## config.mk

```make
export PLATFORM = sky130hd
export DESIGN_NAME = password_lock_ctrl_flat
export DESIGN_NICKNAME = d
export VERILOG_FILES = /design/src/rtl/password_pkg.sv /design/src/rtl/password_lock_ctrl_if.sv /design/src/rtl/hold_timer.sv /design/src/rtl/password_lock_ctrl.sv /design/src/flat_wrapper.sv
export SDC_FILE = /design/constraint.sdc
export NUM_CORES = 1
export LEC_CHECK = 0
export ABC_AREA = 1
export CAP_MARGIN = 10
export CORE_ASPECT_RATIO = 1.2
export CORE_MARGIN = 1
export CORE_UTILIZATION = 54
export CTS_BUF_LIST = sky130_fd_sc_hd__clkbuf_16
export DETAILED_ROUTE_END_ITERATION = 10
export MAX_ROUTING_LAYER = met4
export PLACE_DENSITY = 0.85
export RECOVER_POWER = 50
export SETUP_SLACK_MARGIN = 0.5
export SLEW_MARGIN = 20
export SYNTH_ARGS = -nofsm -noshare
export SYNTH_HDL_FRONTEND = slang
export SYNTH_HIERARCHICAL = 1
export SYNTH_SLANG_ARGS = --single-unit
```

## constraint.sdc

```tcl
create_clock -name clk -period 2.55 [get_ports clk]
set_clock_uncertainty 0.15 [all_clocks]
set_input_delay 0.51 -clock clk [delete_from_list [all_inputs] [get_ports clk]]
set_output_delay 0.51 -clock clk [all_outputs]
set_load 0.01 [all_outputs]
```

## src/rtl/password_pkg.sv

```systemverilog
// Shared definitions for the password lock: state encoding, limits,
// reset password and a BCD validity helper.
package password_pkg;

    localparam int PSWD_W = 16;
    localparam int DIGITS = 4;

    localparam logic [1:0]        MAX_ERRORS        = 2'd3;
    localparam logic [3:0]        DIGIT_MAX         = 4'd9;
    localparam logic [PSWD_W-1:0] DEFAULT_PSWD_INIT = 16'h1234;

    typedef enum logic [2:0] {
        ST_IDLE  = 3'd0,
        ST_ENTRY = 3'd1,
        ST_CHECK = 3'd2,
        ST_OPEN  = 3'd3,
        ST_ALARM = 3'd4,
        ST_EDIT  = 3'd5
    } state_t;

    // True when every nibble of the word is a legal decimal digit.
    function automatic logic bcd_valid(input logic [PSWD_W-1:0] p);
        logic ok;
        ok = 1'b1;
        for (int i = 0; i < DIGITS; i++) begin
            if (p[i*4 +: 4] > DIGIT_MAX) ok = 1'b0;
        end
        return ok;
    endfunction

endpackage

```

## src/rtl/password_lock_ctrl_if.sv

```systemverilog
// Keypad/admin panel bundle: user and admin entries in, lock status out.
interface password_lock_ctrl_if;
    import password_pkg::*;

    logic              identity;
    logic              edit_switch;
    logic              confirm;
    logic [PSWD_W-1:0] entered_pswd;
    logic [PSWD_W-1:0] new_pswd;
    logic [PSWD_W-1:0] stored_pswd;
    logic [2:0]        state_code;
    logic [1:0]        time_of_error;
    logic              unlock;
    logic              alarm;
    logic              editing;
    logic              clr_entry;

    // Panel side: drives the entries, observes the lock.
    modport master (
        output identity, edit_switch, confirm, entered_pswd, new_pswd,
        input  stored_pswd, state_code, time_of_error, unlock, alarm,
               editing, clr_entry
    );

    // Lock controller side.
    modport slave (
        input  identity, edit_switch, confirm, entered_pswd, new_pswd,
        output stored_pswd, state_code, time_of_error, unlock, alarm,
               editing, clr_entry
    );

endinterface

```

## src/rtl/hold_timer.sv

```systemverilog
// Unlock hold counter: counts 0..CYCLES-1 while enabled, restarts on load.
module hold_timer #(
    parameter int unsigned CYCLES = 150_000_000
) (
    input  logic clk,
    input  logic rst,
    input  logic load_i,
    input  logic count_i,
    output logic done_o
);

    localparam int unsigned CW = (CYCLES > 1) ? $clog2(CYCLES) : 1;
    localparam logic [CW-1:0] LAST = CW'(CYCLES - 1);

    logic [CW-1:0] cnt_q;
    logic [CW-1:0] cnt_d;

    assign done_o = (cnt_q == LAST);

    // Next count: load restarts at zero, counting stops at the last value.
    always_comb begin
        cnt_d = cnt_q;
        if (load_i) begin
            cnt_d = '0;
        end else if (count_i && !done_o) begin
            cnt_d = cnt_q + 1'b1;
        end
    end

    // Counter register.
    always_ff @(posedge clk or posedge rst) begin
        if (rst) begin
            cnt_q <= '0;
        end else begin
            cnt_q <= cnt_d;
        end
    end

endmodule

```

## src/rtl/password_lock_ctrl.sv

```systemverilog
// Password door lock controller: user entry/check, timed unlock,
// lockout after repeated failures, and admin password editing.
module password_lock_ctrl
    import password_pkg::*;
#(
    parameter logic [PSWD_W-1:0] DEFAULT_PSWD = DEFAULT_PSWD_INIT,
    parameter int unsigned       OPEN_CYCLES  = 150_000_000
) (
    input logic                 clk,
    input logic                 rst,
    password_lock_ctrl_if.slave bus
);

    state_t            state_q, state_d;
    logic [PSWD_W-1:0] stored_q, stored_d;
    logic [1:0]        err_q, err_d;
    logic              unlock_q, unlock_d;
    logic              alarm_q, alarm_d;
    logic              editing_q, editing_d;
    logic              clr_q, clr_d;

    logic              confirm_q;
    logic              armed_q;
    logic              cedge_q;

    logic              tmr_load;
    logic              tmr_en;
    logic              tmr_done;

    // Failure counter increment that sticks at its maximum.
    function automatic logic [1:0] sat_inc(input logic [1:0] v);
        return (v == MAX_ERRORS) ? MAX_ERRORS : 2'(v + 2'd1);
    endfunction

    // Confirm rising-edge detector; armed_q suppresses a button already
    // held down when reset is released.
    always_ff @(posedge clk or posedge rst) begin
        if (rst) begin
            confirm_q <= 1'b0;
            armed_q   <= 1'b0;
            cedge_q   <= 1'b0;
        end else begin
            confirm_q <= bus.confirm;
            armed_q   <= 1'b1;
            cedge_q   <= armed_q & bus.confirm & ~confirm_q;
        end
    end

    hold_timer #(
        .CYCLES (OPEN_CYCLES)
    ) u_hold_timer (
        .clk     (clk),
        .rst     (rst),
        .load_i  (tmr_load),
        .count_i (tmr_en),
        .done_o  (tmr_done)
    );

    // Next-state and next-output logic.
    always_comb begin
        state_d  = state_q;
        stored_d = stored_q;
        err_d    = err_q;
        clr_d    = 1'b0;

        case (state_q)
            ST_IDLE: begin
                if (!bus.identity && bus.edit_switch) begin
                    state_d = ST_EDIT;
                end else if (bus.identity && cedge_q) begin
                    state_d = ST_ENTRY;
                    clr_d   = 1'b1;
                end
            end
            ST_ENTRY: begin
                // Leaving the user seat takes priority over a pending press.
                if (!bus.identity) begin
                    state_d = ST_IDLE;
                    clr_d   = 1'b1;
                end else if (cedge_q) begin
                    state_d = ST_CHECK;
                end
            end
            ST_CHECK: begin
                if (bus.entered_pswd == stored_q) begin
                    state_d = ST_OPEN;
                    err_d   = 2'd0;
                end else begin
                    err_d = sat_inc(err_q);
                    if (err_d == MAX_ERRORS) begin
                        state_d = ST_ALARM;
                    end else begin
                        state_d = ST_ENTRY;
                        clr_d   = 1'b1;
                    end
                end
            end
            ST_OPEN: begin
                if (tmr_done || cedge_q) begin
                    state_d = ST_IDLE;
                    clr_d   = 1'b1;
                end
            end
            ST_ALARM: begin
                // Only an administrator press clears the lockout.
                if (!bus.identity && cedge_q) begin
                    state_d = ST_IDLE;
                    err_d   = 2'd0;
                end
            end
            ST_EDIT: begin
                if (!bus.edit_switch || bus.identity) begin
                    state_d = ST_IDLE;
                end else if (cedge_q && bcd_valid(bus.new_pswd)) begin
                    stored_d = bus.new_pswd;
                    state_d  = ST_IDLE;
                end
            end
            default: begin
                state_d = ST_IDLE;
            end
        endcase

        unlock_d  = (state_d == ST_OPEN);
        alarm_d   = (state_d == ST_ALARM);
        editing_d = (state_d == ST_EDIT);
        tmr_load  = (state_d == ST_OPEN) && (state_q != ST_OPEN);
        tmr_en    = (state_q == ST_OPEN);
    end

    // State and registered outputs.
    always_ff @(posedge clk or posedge rst) begin
        if (rst) begin
            state_q   <= ST_IDLE;
            stored_q  <= DEFAULT_PSWD;
            err_q     <= 2'd0;
            unlock_q  <= 1'b0;
            alarm_q   <= 1'b0;
            editing_q <= 1'b0;
            clr_q     <= 1'b0;
        end else begin
            state_q   <= state_d;
            stored_q  <= stored_d;
            err_q     <= err_d;
            unlock_q  <= unlock_d;
            alarm_q   <= alarm_d;
            editing_q <= editing_d;
            clr_q     <= clr_d;
        end
    end

    assign bus.stored_pswd   = stored_q;
    assign bus.state_code    = state_q;
    assign bus.time_of_error = err_q;
    assign bus.unlock        = unlock_q;
    assign bus.alarm         = alarm_q;
    assign bus.editing       = editing_q;
    assign bus.clr_entry     = clr_q;

endmodule

```

## src/flat_wrapper.sv

```systemverilog
// flat-port wrapper written by rule: the top's interface ports become plain ports
module password_lock_ctrl_flat import password_pkg::*;
#(
    parameter logic [PSWD_W-1:0] DEFAULT_PSWD = DEFAULT_PSWD_INIT,
    parameter int unsigned       OPEN_CYCLES  = 150_000_000
)
  (clk, rst, bus_identity, bus_edit_switch, bus_confirm, bus_entered_pswd, bus_new_pswd, bus_stored_pswd, bus_state_code, bus_time_of_error, bus_unlock, bus_alarm, bus_editing, bus_clr_entry);
  password_lock_ctrl_if bus_i ();
  input logic clk;
  input logic rst;
  input wire logic [$bits(bus_i.identity)-1:0] bus_identity;
  input wire logic [$bits(bus_i.edit_switch)-1:0] bus_edit_switch;
  input wire logic [$bits(bus_i.confirm)-1:0] bus_confirm;
  input wire logic [$bits(bus_i.entered_pswd)-1:0] bus_entered_pswd;
  input wire logic [$bits(bus_i.new_pswd)-1:0] bus_new_pswd;
  output wire logic [$bits(bus_i.stored_pswd)-1:0] bus_stored_pswd;
  output wire logic [$bits(bus_i.state_code)-1:0] bus_state_code;
  output wire logic [$bits(bus_i.time_of_error)-1:0] bus_time_of_error;
  output wire logic [$bits(bus_i.unlock)-1:0] bus_unlock;
  output wire logic [$bits(bus_i.alarm)-1:0] bus_alarm;
  output wire logic [$bits(bus_i.editing)-1:0] bus_editing;
  output wire logic [$bits(bus_i.clr_entry)-1:0] bus_clr_entry;
  assign bus_i.identity = bus_identity;
  assign bus_i.edit_switch = bus_edit_switch;
  assign bus_i.confirm = bus_confirm;
  assign bus_i.entered_pswd = bus_entered_pswd;
  assign bus_i.new_pswd = bus_new_pswd;
  assign bus_stored_pswd = bus_i.stored_pswd;
  assign bus_state_code = bus_i.state_code;
  assign bus_time_of_error = bus_i.time_of_error;
  assign bus_unlock = bus_i.unlock;
  assign bus_alarm = bus_i.alarm;
  assign bus_editing = bus_i.editing;
  assign bus_clr_entry = bus_i.clr_entry;
  password_lock_ctrl #(.DEFAULT_PSWD(DEFAULT_PSWD), .OPEN_CYCLES(OPEN_CYCLES)) u_core (.clk(clk), .rst(rst), .bus(bus_i));
endmodule
```

== Yosys cells after proc, flatten, opt, wreduce, memory -nomap -nowiden ==
Index checks and enable logic that the tools add are counted.
Word-level totals
  bits in registers: 56
  latch bits: 0
  RAM bits: 0
  ROM bits: 0
  word-level logic and storage cells: 81
  memories kept: 0
Operators by class
  add/subtract/negate cells: 2
  $mul: 0
  div/mod/pow operators: 0
  order comparisons: 4
  equal/unequal tests: 14
  shift-type cells: 0
  mux-type cells: 30
  bitwise gates (word level): 4
  reduce and logical (&&, ||, !) cells: 16
Operators by type and width (count)
  two-way mux 28 bit: 2
  two-way mux 3 bit: 10
  adder 28 x 1 -> 28 bit, second input constant: 1
  equality test 28 bit, second input constant: 1
  one-hot mux 3 bit (6 select lines): 1
  equality test 16 bit: 1
  > comparator 4 bit, second input constant: 4
  equality test 3 bit, second input constant: 4
  two-way mux 1 bit: 12
  equality test 3 x 2 -> 1 bit, second input constant: 3
  logical AND 1 bit: 6
  two-way mux 2 bit: 3
  equality test 2 bit, second input constant: 2
  one-hot mux 1 bit (4 select lines): 1
  one-hot mux 2 bit (2 select lines): 1
  nonzero test 2 bit: 2
  equality test 3 x 1 -> 1 bit, second input constant: 1
  logical NOT 1 bit: 3
  logical NOT 3 bit: 1
  != test 3 x 2 -> 1 bit, second input constant: 1
  AND reduction 3 bit: 1
  adder 2 x 1 -> 2 bit, second input constant: 1
  AND 1 bit: 2
  logical OR 1 bit: 2
  other kinds (3): 4

== Logic depth before layout (Yosys ltp) ==
Gate-level depths: netlist (run 1).
  word-level depth: 14
  gate-level depth with buffers: 14

== Modules after synthesis ==
Netlist (run 1), hierarchy kept.
Modules (own cells, without submodules)
  hold_timer: times used 1, cells an instance 312, area an instance 1983.2 um^2, seq. area each 700.7 um^2
  password_lock_ctrl: times used 1, cells an instance 229, area an instance 1609.0 um^2, seq. area each 706.9 um^2

== Least setup slack after synthesis (run 1) ==
OpenSTA, ideal clock, no wires.
  path type: reg-to-reg
  start: register u_core.stored_q[12], in the netlist u_core/bus.stored_pswd[12]
  end: register u_core.u_hold_timer.cnt_q[22]
  data arrival time: 1.858 ns
  required time: 2.280 ns
  setup slack: 0.422 ns
  stages on the path, launching flop included: 15
  buffers on the path: 1
  path through: dfstp_2 -> inv_1 -> nand2_1 -> nand2_1 -> nor2_1 -> nand2_1 -> nor2_1 -> nand3_1 -> inv_1 -> clkinv_1 -> nand2_4 -> clkinv_4 -> buf_6 -> nand2_1 -> nand2_1
On the way
  word-level cells in the longest chain between the ends: 6
RTL lines
  from (decl): line password_lock_ctrl.sv:15  | logic [PSWD_W-1:0] stored_q, stored_d;
  from (signal assigned): line password_lock_ctrl.sv:143  | stored_q <= stored_d;
  equality test 16 bit (*): line password_lock_ctrl.sv:85  | if (bus.entered_pswd == stored_q) begin
  two-way mux 3 bit (*): line password_lock_ctrl.sv:85
  one-hot mux 3 bit (6 select lines) (*): line password_lock_ctrl.sv:66  | case (state_q)
  equality test 3 x 2 -> 1 bit (*): line password_lock_ctrl.sv:127  | tmr_load = (state_d == ST_OPEN) && (state_q != ST_OPEN);
  logical AND 1 bit (*): line password_lock_ctrl.sv:127
  net u_core.tmr_load: line password_lock_ctrl.sv:26  | logic tmr_load;
  two-way mux 28 bit or nonzero test 2 bit (tied branches)
  to (signal assigned): line hold_timer.sv:35  | cnt_q <= cnt_d;
  to (decl): line hold_timer.sv:15  | logic [CW-1:0] cnt_q;
The timed path passes the listed nets; every way through them passes the cells marked *.
A chain may end at the register's enable or synchronous reset.

== Final worst setup path (run 1) ==
  start: register u_core.state_q[1], in the netlist u_core/bus.state_code[1]
  end: output port bus_state_code[1]
RTL lines
  from (decl): line password_lock_ctrl.sv:14  | state_t state_q, state_d;
  from (signal assigned): line password_lock_ctrl.sv:142  | state_q <= state_d;
  to (decl): line flat_wrapper.sv:17  | output wire logic [$bits(bus_i.state_code)-1:0] bus_state_code;
No word-level cell between the ends.

==> results of run 1 <==
cells in the mapped netlist:
cell type | number | area (um2)
nand2_1 | 197 | 739.5
xnor2_1 | 1 | 8.760
xor2_1 | 10 | 87.58
nor3_1 | 1 | 5.000
clkinv_4 | 1 | 8.760
buf_6 | 4 | 45.04
clkinv_1 | 1 | 3.750
o21bai_1 | 1 | 7.510
nand3_1 | 31 | 155.2
nor2_1 | 85 | 319.1
o21ai_2 | 9 | 78.83
nand3_2 | 2 | 20.02
conb_1 | 1 | 3.750
nor2_4 | 3 | 33.78
ha_1 | 1 | 12.51
dfrtp_1 | 51 | 1276
nand2_4 | 1 | 11.26
nor3_2 | 1 | 10.01
inv_1 | 77 | 289.0
buf_2 | 1 | 5.000
inv_2 | 1 | 3.750
dfstp_2 | 5 | 131.4
o21ai_0 | 7 | 35.03
nor2_2 | 6 | 37.54
a21oi_2 | 2 | 17.52
nand2_2 | 2 | 12.51
a21oi_1 | 18 | 90.09
nand4_1 | 11 | 68.82
buf_4 | 2 | 15.01
and2_1 | 3 | 18.77
nand4_4 | 1 | 21.27
clkbuf_1 | 2 | 7.510
nor3b_1 | 1 | 7.510
o21ai_1 | 1 | 5.000
power groups by stage:
stage / Clock [mW] / Combinational (mW) / Sequential (mW)
floorplan: 0 / 0.446 / 1.20
global placement: 0 / 0.692 / 1.22
detailed placement: 0 / 0.719 / 1.22
finish: 0.696 / 0.746 / 1.21
CTS: 0.707 / 0.725 / 1.21
global route: 0.742 / 0.843 / 1.23
state kept, by name, summed over array words and instances, names as in the netlist:
signal	cells
u_core/u_hold_timer/cnt_q	28
u_core/bus.stored_pswd	16
u_core/bus.state_code	3
u_core/bus.time_of_error	2
u_core/armed_q	1
u_core/bus.alarm	1
u_core/bus.clr_entry	1
u_core/bus.editing	1
u_core/bus.unlock	1
u_core/cedge_q	1
u_core/confirm_q	1
how the worst min path moves through the flow:
stage                                from  depth (start not counted)                       end  slack [ns]
2_1_floorplan  u_core/confirm_q$_DFF_PP0_                          1  u_core/cedge_q$_DFF_PP0_        0.23
3_3_place_gp   u_core/confirm_q$_DFF_PP0_                          1  u_core/cedge_q$_DFF_PP0_        0.24
3_5_place_dp   u_core/confirm_q$_DFF_PP0_                          1  u_core/cedge_q$_DFF_PP0_        0.25
4_1_cts        u_core/confirm_q$_DFF_PP0_                          1  u_core/cedge_q$_DFF_PP0_        0.28
5_1_grt        u_core/confirm_q$_DFF_PP0_                          1  u_core/cedge_q$_DFF_PP0_        0.31
6_report       u_core/confirm_q$_DFF_PP0_                          1  u_core/cedge_q$_DFF_PP0_        0.28
final cells by class:
class                   count  share of cell area
clock inverters             3            0.004507
repair inverters            3            0.008749
flip-flops and latches     56              0.2985
clock buffers               5             0.02651
inverters                  80             0.06734
repair buffers             83              0.1800
well taps                  85             0.02253
multi-input cells         396              0.3918
per-stage QoR:
| step | setup slack (ns) | util | power [mW] |
|---|---|---|---|
| floorplan | 0.5484 | - | 1.650 |
| CTS | 0.5007 | 0.7143 | 2.641 |
| detailed placement | 0.03545 | 0.6667 | 1.941 |
| finish | 0.5523 | 0.7321 | 2.658 |
| global route | 0.4117 | 0.7321 | 2.817 |
| global placement | 0.07134 | 0.6667 | 1.910 |
cell families (layout without fill, tap and decap cells):
family          after synthesis  count (layout)
flops                        56              56
xor+xnor                     11              11
simple gates                345             345
other cells                   1               1
buf+inv                      89             174
compound gates               38              38
fa+ha+maj                     1               1
repair_timing:
item	4_1_cts	5_1_grt
hold endpoints to repair	0	0
endpoints found under the setup margin	28	35
resized for setup	25	24
setup buffers	4	9
cloned	3	1
pin swaps	9	12
layer usage:
| metal | vias to the layer above | wire length, um | GRT usage |
|---|---|---|---|
| li1 | 1815 | - | - |
| met1 | 1698 | 3853 | 0.3314 |
| met2 | 151 | 4944 | 0.5255 |
| met3 | 24 | 610 | 0.03719 |
| met4 | 0 | 323 | 0.1026 |
| met5 | - | 0 | - |
==> impl_metrics.toml, run 1 <==
[outcome]
outcome = "complete, no violations"

[power_and_ir_drop]
powerDensity_mw_per_mm2 = 563.1
ir_drop_v = 0.0003575
p_seq_frac = 0.457
p_switching_uw = 912.3
p_int_mw = 1.746
clkPwrFrac = 0.262
p_comb_frac = 0.281
p_sw_frac = 0.3432
p_leak_nw = 2.483

[synthesis]
yosysSeqAreaShare = 0.3918
synth-compound-area-share = 0.06513
synth_cells = 541
ys_ff_latch = 56
synth_cell_types = 34
synth-simple-area-share = 0.4065
synth_xor_area_frac = 0.02682
synthAdderAreaFrac = 0.003483
synthesis.nets = 579
syn_area_mm2 = 0.003592
synth_top_family_by_area = "simple AND/OR/NAND/NOR gates"
syn_area_per_cell_um2 = 6.640
synthMuxAreaShare = 0
ys_warn_count = 6

[finish]
mostFrequentLayoutCell = "nand2_1"
fin_cells = 711
final_nets = 663
multiInputGateArea_mm2 = 0.001849
syn2layout_area_growth_pct = 31.38
final_cell_mix = "190 x nand2_1, 84 x nor2_1, 74 x inv_1, 50 x dfrtp_1, 36 x clkdlybuf4s50_1"
drive_gt1_frac = 0.1278
fill_cells = 513
register_area_mm2 = 0.001409
diodes = 0
stdcell_area_mm2 = 0.004720

[worst_setup_path]
critical_path_required_ns = 1.89
crit_path_start = "u_core/bus.state_code[1]$_DFF_PP0_"
critPathCaptureType = "output port"
critPathMaxStageDelay_ns = 0.59
critPathLaunchType = "flop"
setup.worst_path.end = "bus_state_code[1]"
cp.depth = 1
slowest_stage = "clkdlybuf4s50_1"
critPathKind = "flop to output port"
arrival_ns = 1.34
critical_path.top_delay_family = "buffers and inverters"
r2r_cells = 14
path_max_fanout = 6
timing.rr.end = "u_core/u_hold_timer/cnt_q[6]$_DFFE_PP0P_"
crit_chain = "clkdlybuf4s50_1"
regToRegSetupSlack_ns = 0.56
cp_num_buf_inv = 1
r2r_start = "u_core/bus.stored_pswd[12]$_DFFE_PP1P_"

[cts]
cts_buffer_depth = 2
cts_made_buffers = 5
clock_sinks = 56
cts_tree = "built"
holdBufCountCts = 0
insertion_delay_ns = 0.29
cts_root_buffer = "clkbuf_16"
cts_max_level = 2
clkTransAtPathRegs_ns = 0.08

[sta]
max_slew.worst_pin.slew_ns = 0.7315
drv_slew = 0
rsz0062_at_grt = "yes"
timing.setup.tns_ns = 0
fmax_ghz = 0.5006
hold_viol = 0
timing.hold.ws_ns = 0.2754
relSlewSlack = 0.5123
fin_crit_ns = 1.998
setup_violations = 0
fin_crit_sh = 0.7834

[detailed_routing]
firstDrtPassIters = 4
drt-vias-per-instance = 5.187
vias = 3688
wl_per_cell_um = 13.69
ant_nets = 0
drt_iter0_markers = 227
wl_mm = 9.731
drc = 0

[placement]
gp_congestion = 0.9516
placed_cell_area_mm2 = 0.004298
portBuffers = 61
dp.cells = 686
dp_hpwl_mm = 6.496

[global_route]
grt_pass1_wl_mm = 15.74
grt_max_degree = 33
grt-ovfl-total = 0
antenna_found_initial = 0
track_usage = 0.2920
grt_pass1_vias = 3539

[die]
initial_utilization = 0.5573
io_pins = 62
die_w_um = 76.46
rows = 32
core_mm2 = 0.006446
die_h_um = 91.35
die_area_mm2 = 0.006984

[hold_path]
hp-class = "flop to flop"

[run]
cap_violations = 0
No activity file was read; power rests on OpenSTA's default activity.
==> inputs of run 2 (changes only) <==
==> constraint.sdc (replaced) <==
create_clock -name clk -period 2.09 [get_ports clk]
set_clock_uncertainty 0.15 [all_clocks]
set_input_delay 0.418 -clock clk [delete_from_list [all_inputs] [get_ports clk]]
set_output_delay 0.418 -clock clk [all_outputs]
set_load 0.01 [all_outputs]
==> impl_metrics.toml, run 2 (synthesis results as in run 1) <==
[die]
core_mm2 = 0.006446
die_h_um = 91.35
io_pins = 62
initial_utilization = 0.5573
rows = 32
die_w_um = 76.46
die_area_mm2 = 0.006984

[global_route]
antenna_found_initial = 0
track_usage = 0.3826
grt_pass1_vias = 4276
grt_max_degree = 29
grt_pass1_wl_mm = 20.18
grt-ovfl-total = 0

[detailed_routing]
firstDrtPassIters = 5
drt_iter0_markers = 517
wl_per_cell_um = 19.77
drc = 0
wl_mm = 15.03
drt-vias-per-instance = 5.970
ant_nets = 0
vias = 4537

[worst_setup_path]
r2r_start = "u_core/bus.stored_pswd[2]$_DFFE_PP1P_"
path_max_fanout = 8
critPathKind = "flop to flop"
r2r_cells = 13
regToRegSetupSlack_ns = -0.12
critPathCaptureType = "flop"
setup.worst_path.end = "u_core/u_hold_timer/cnt_q[12]$_DFFE_PP0P_"
critical_path_required_ns = 2.17
timing.rr.end = "u_core/u_hold_timer/cnt_q[12]$_DFFE_PP0P_"
arrival_ns = 2.30
crit_path_start = "u_core/bus.stored_pswd[2]$_DFFE_PP1P_"
critPathLaunchType = "flop"

[sta]
hold_viol = 0
rsz0062_at_grt = "yes"
timing.setup.tns_ns = -2.607
postLayoutSetupSlackWorst_ns = -0.1240
max_slew.worst_pin.slew_ns = 0.7614
drv_slew = 0
relSlewSlack = 0.4924
fmax_ghz = 0.4517
fin_crit_sh = 1.059
fin_crit_ns = 2.214
setup_violations = 28

[placement]
dp_hpwl_mm = 6.809
gp_congestion = 0.9339
dp.cells = 691
portBuffers = 61

[power_and_ir_drop]
powerDensity_mw_per_mm2 = 661.7
p_leak_nw = 2.862
ir_drop_v = 0.0003998

[finish]
top_register = "u_core/u_hold_timer/cnt_q"
syn2layout_area_growth_pct = 52.77
final_cell_mix = "149 x nand2_1, 69 x nor2_1, 64 x inv_1, 49 x buf_4, 43 x dfrtp_1"
largest_reg_flops = 28
fin_cells = 760
drive_gt1_frac = 0.3368
mostFrequentLayoutCell = "nand2_1"
final_nets = 711

[cts]
holdBufCountCts = 0
cts_made_buffers = 5
cts_max_level = 2
cts_tree = "built"
clock_sinks = 56
cts_buffer_depth = 2
insertion_delay_ns = 0.30
clkTransAtPathRegs_ns = 0.08
cts_root_buffer = "clkbuf_16"

[outcome]
outcome = "complete, but fails checks"
violations = "negative setup slack"

[hold_path]
hold_start = "u_core/confirm_q$_DFF_PP0_"
hp-class = "flop to flop"

[run]
cap_violations = 0
-- run 2: changes by cell type in the layout (fill, tap and decap cells not counted), sizes merged, moves of 2 or more --
cell	delta
dlygate4sd2	+28
clkdlybuf4s25	-5
buf	+53
clkdlybuf4s15	+3
dlygate4sd3	-2
clkdlybuf4s50	-31
clkbuf	+3
-- run 2: worst min path at each step --
stage                                    end  slack (ns)  depth (start not counted)
global route        u_core/cedge_q$_DFF_PP0_        0.30                          1
detailed placement  u_core/cedge_q$_DFF_PP0_        0.25                          1
CTS                 u_core/cedge_q$_DFF_PP0_        0.28                          1
finish              u_core/cedge_q$_DFF_PP0_        0.30                          1
floorplan           u_core/cedge_q$_DFF_PP0_        0.23                          1
global placement    u_core/cedge_q$_DFF_PP0_        0.24                          1
-- run 2: timing repair --
action | in CTS | in global routing
pin swaps | 36 | 34
setup endpoints to repair | 77 | 63
gates cloned | 7 | 0
buffers inserted | 39 | 14
resized for setup | 152 | 81
endpoints found under the hold margin | 0 | 0
-- run 2: cell type report --
class	instances	area (um2)
diodes	1	2.502
clock buffers	5	125.1
clock inverters	3	21.27
fillers	333	958.4
inverters	80	320.3
multi-input cells	396	2206
flip-flops and latches	56	1418
well taps	85	106.4
repair buffers	131	1240
repair inverters	3	48.80
-- run 2: per-layer routing --
metal | up-vias | track usage | share of wire | wire, um
met5 | - | - | 0 | 0
met4 | 0 | 0.2051 | 0.10 | 1500
met3 | 163 | 0.04925 | 0.090 | 1353
met2 | 380 | 0.6914 | 0.49 | 7345
met1 | 2074 | 0.4027 | 0.32 | 4827
li1 | 1920 | - | - | -
-- run 2: worst max-delay path: stages (launching register included) --
cell and delay, ns:
dfstp_2 0.55, inv_2 0.05, nand2_1 0.07, nand2_1 0.09, nor2_1 0.18, nand2_1 0.12, nor2_4 0.14, nand3_2 0.11
inv_2 0.10, clkinv_4 0.08, nand2_8 0.18, buf_8 0.17, nand2_4 0.06, nand2_2 0.07
-- run 2: metrics by stage --
stage	worst slack, ns	cell area [um2]	hold WS [ns]	total power [mW]	util
global placement	-0.1592	4393	0.2417	2.327	0.6815
floorplan	0.2208	3633	0.2266	2.015	-
finish	-0.1240	5488	0.2969	3.631	0.8513
detailed placement	-0.2184	4393	0.2454	2.367	0.6815
global route	-0.1637	5485	0.3027	3.798	0.8509
CTS	0.1504	5121	0.2787	3.336	0.7944
-- run 2: report_power, final --
| part | switching, mW | internal [mW] |
|---|---|---|
| Combinational | 0.763 | 0.528 |
| Sequential | 0.215 | 1.27 |
| Clock | 0.408 | 0.448 |
| Total | 1.39 | 2.25 |
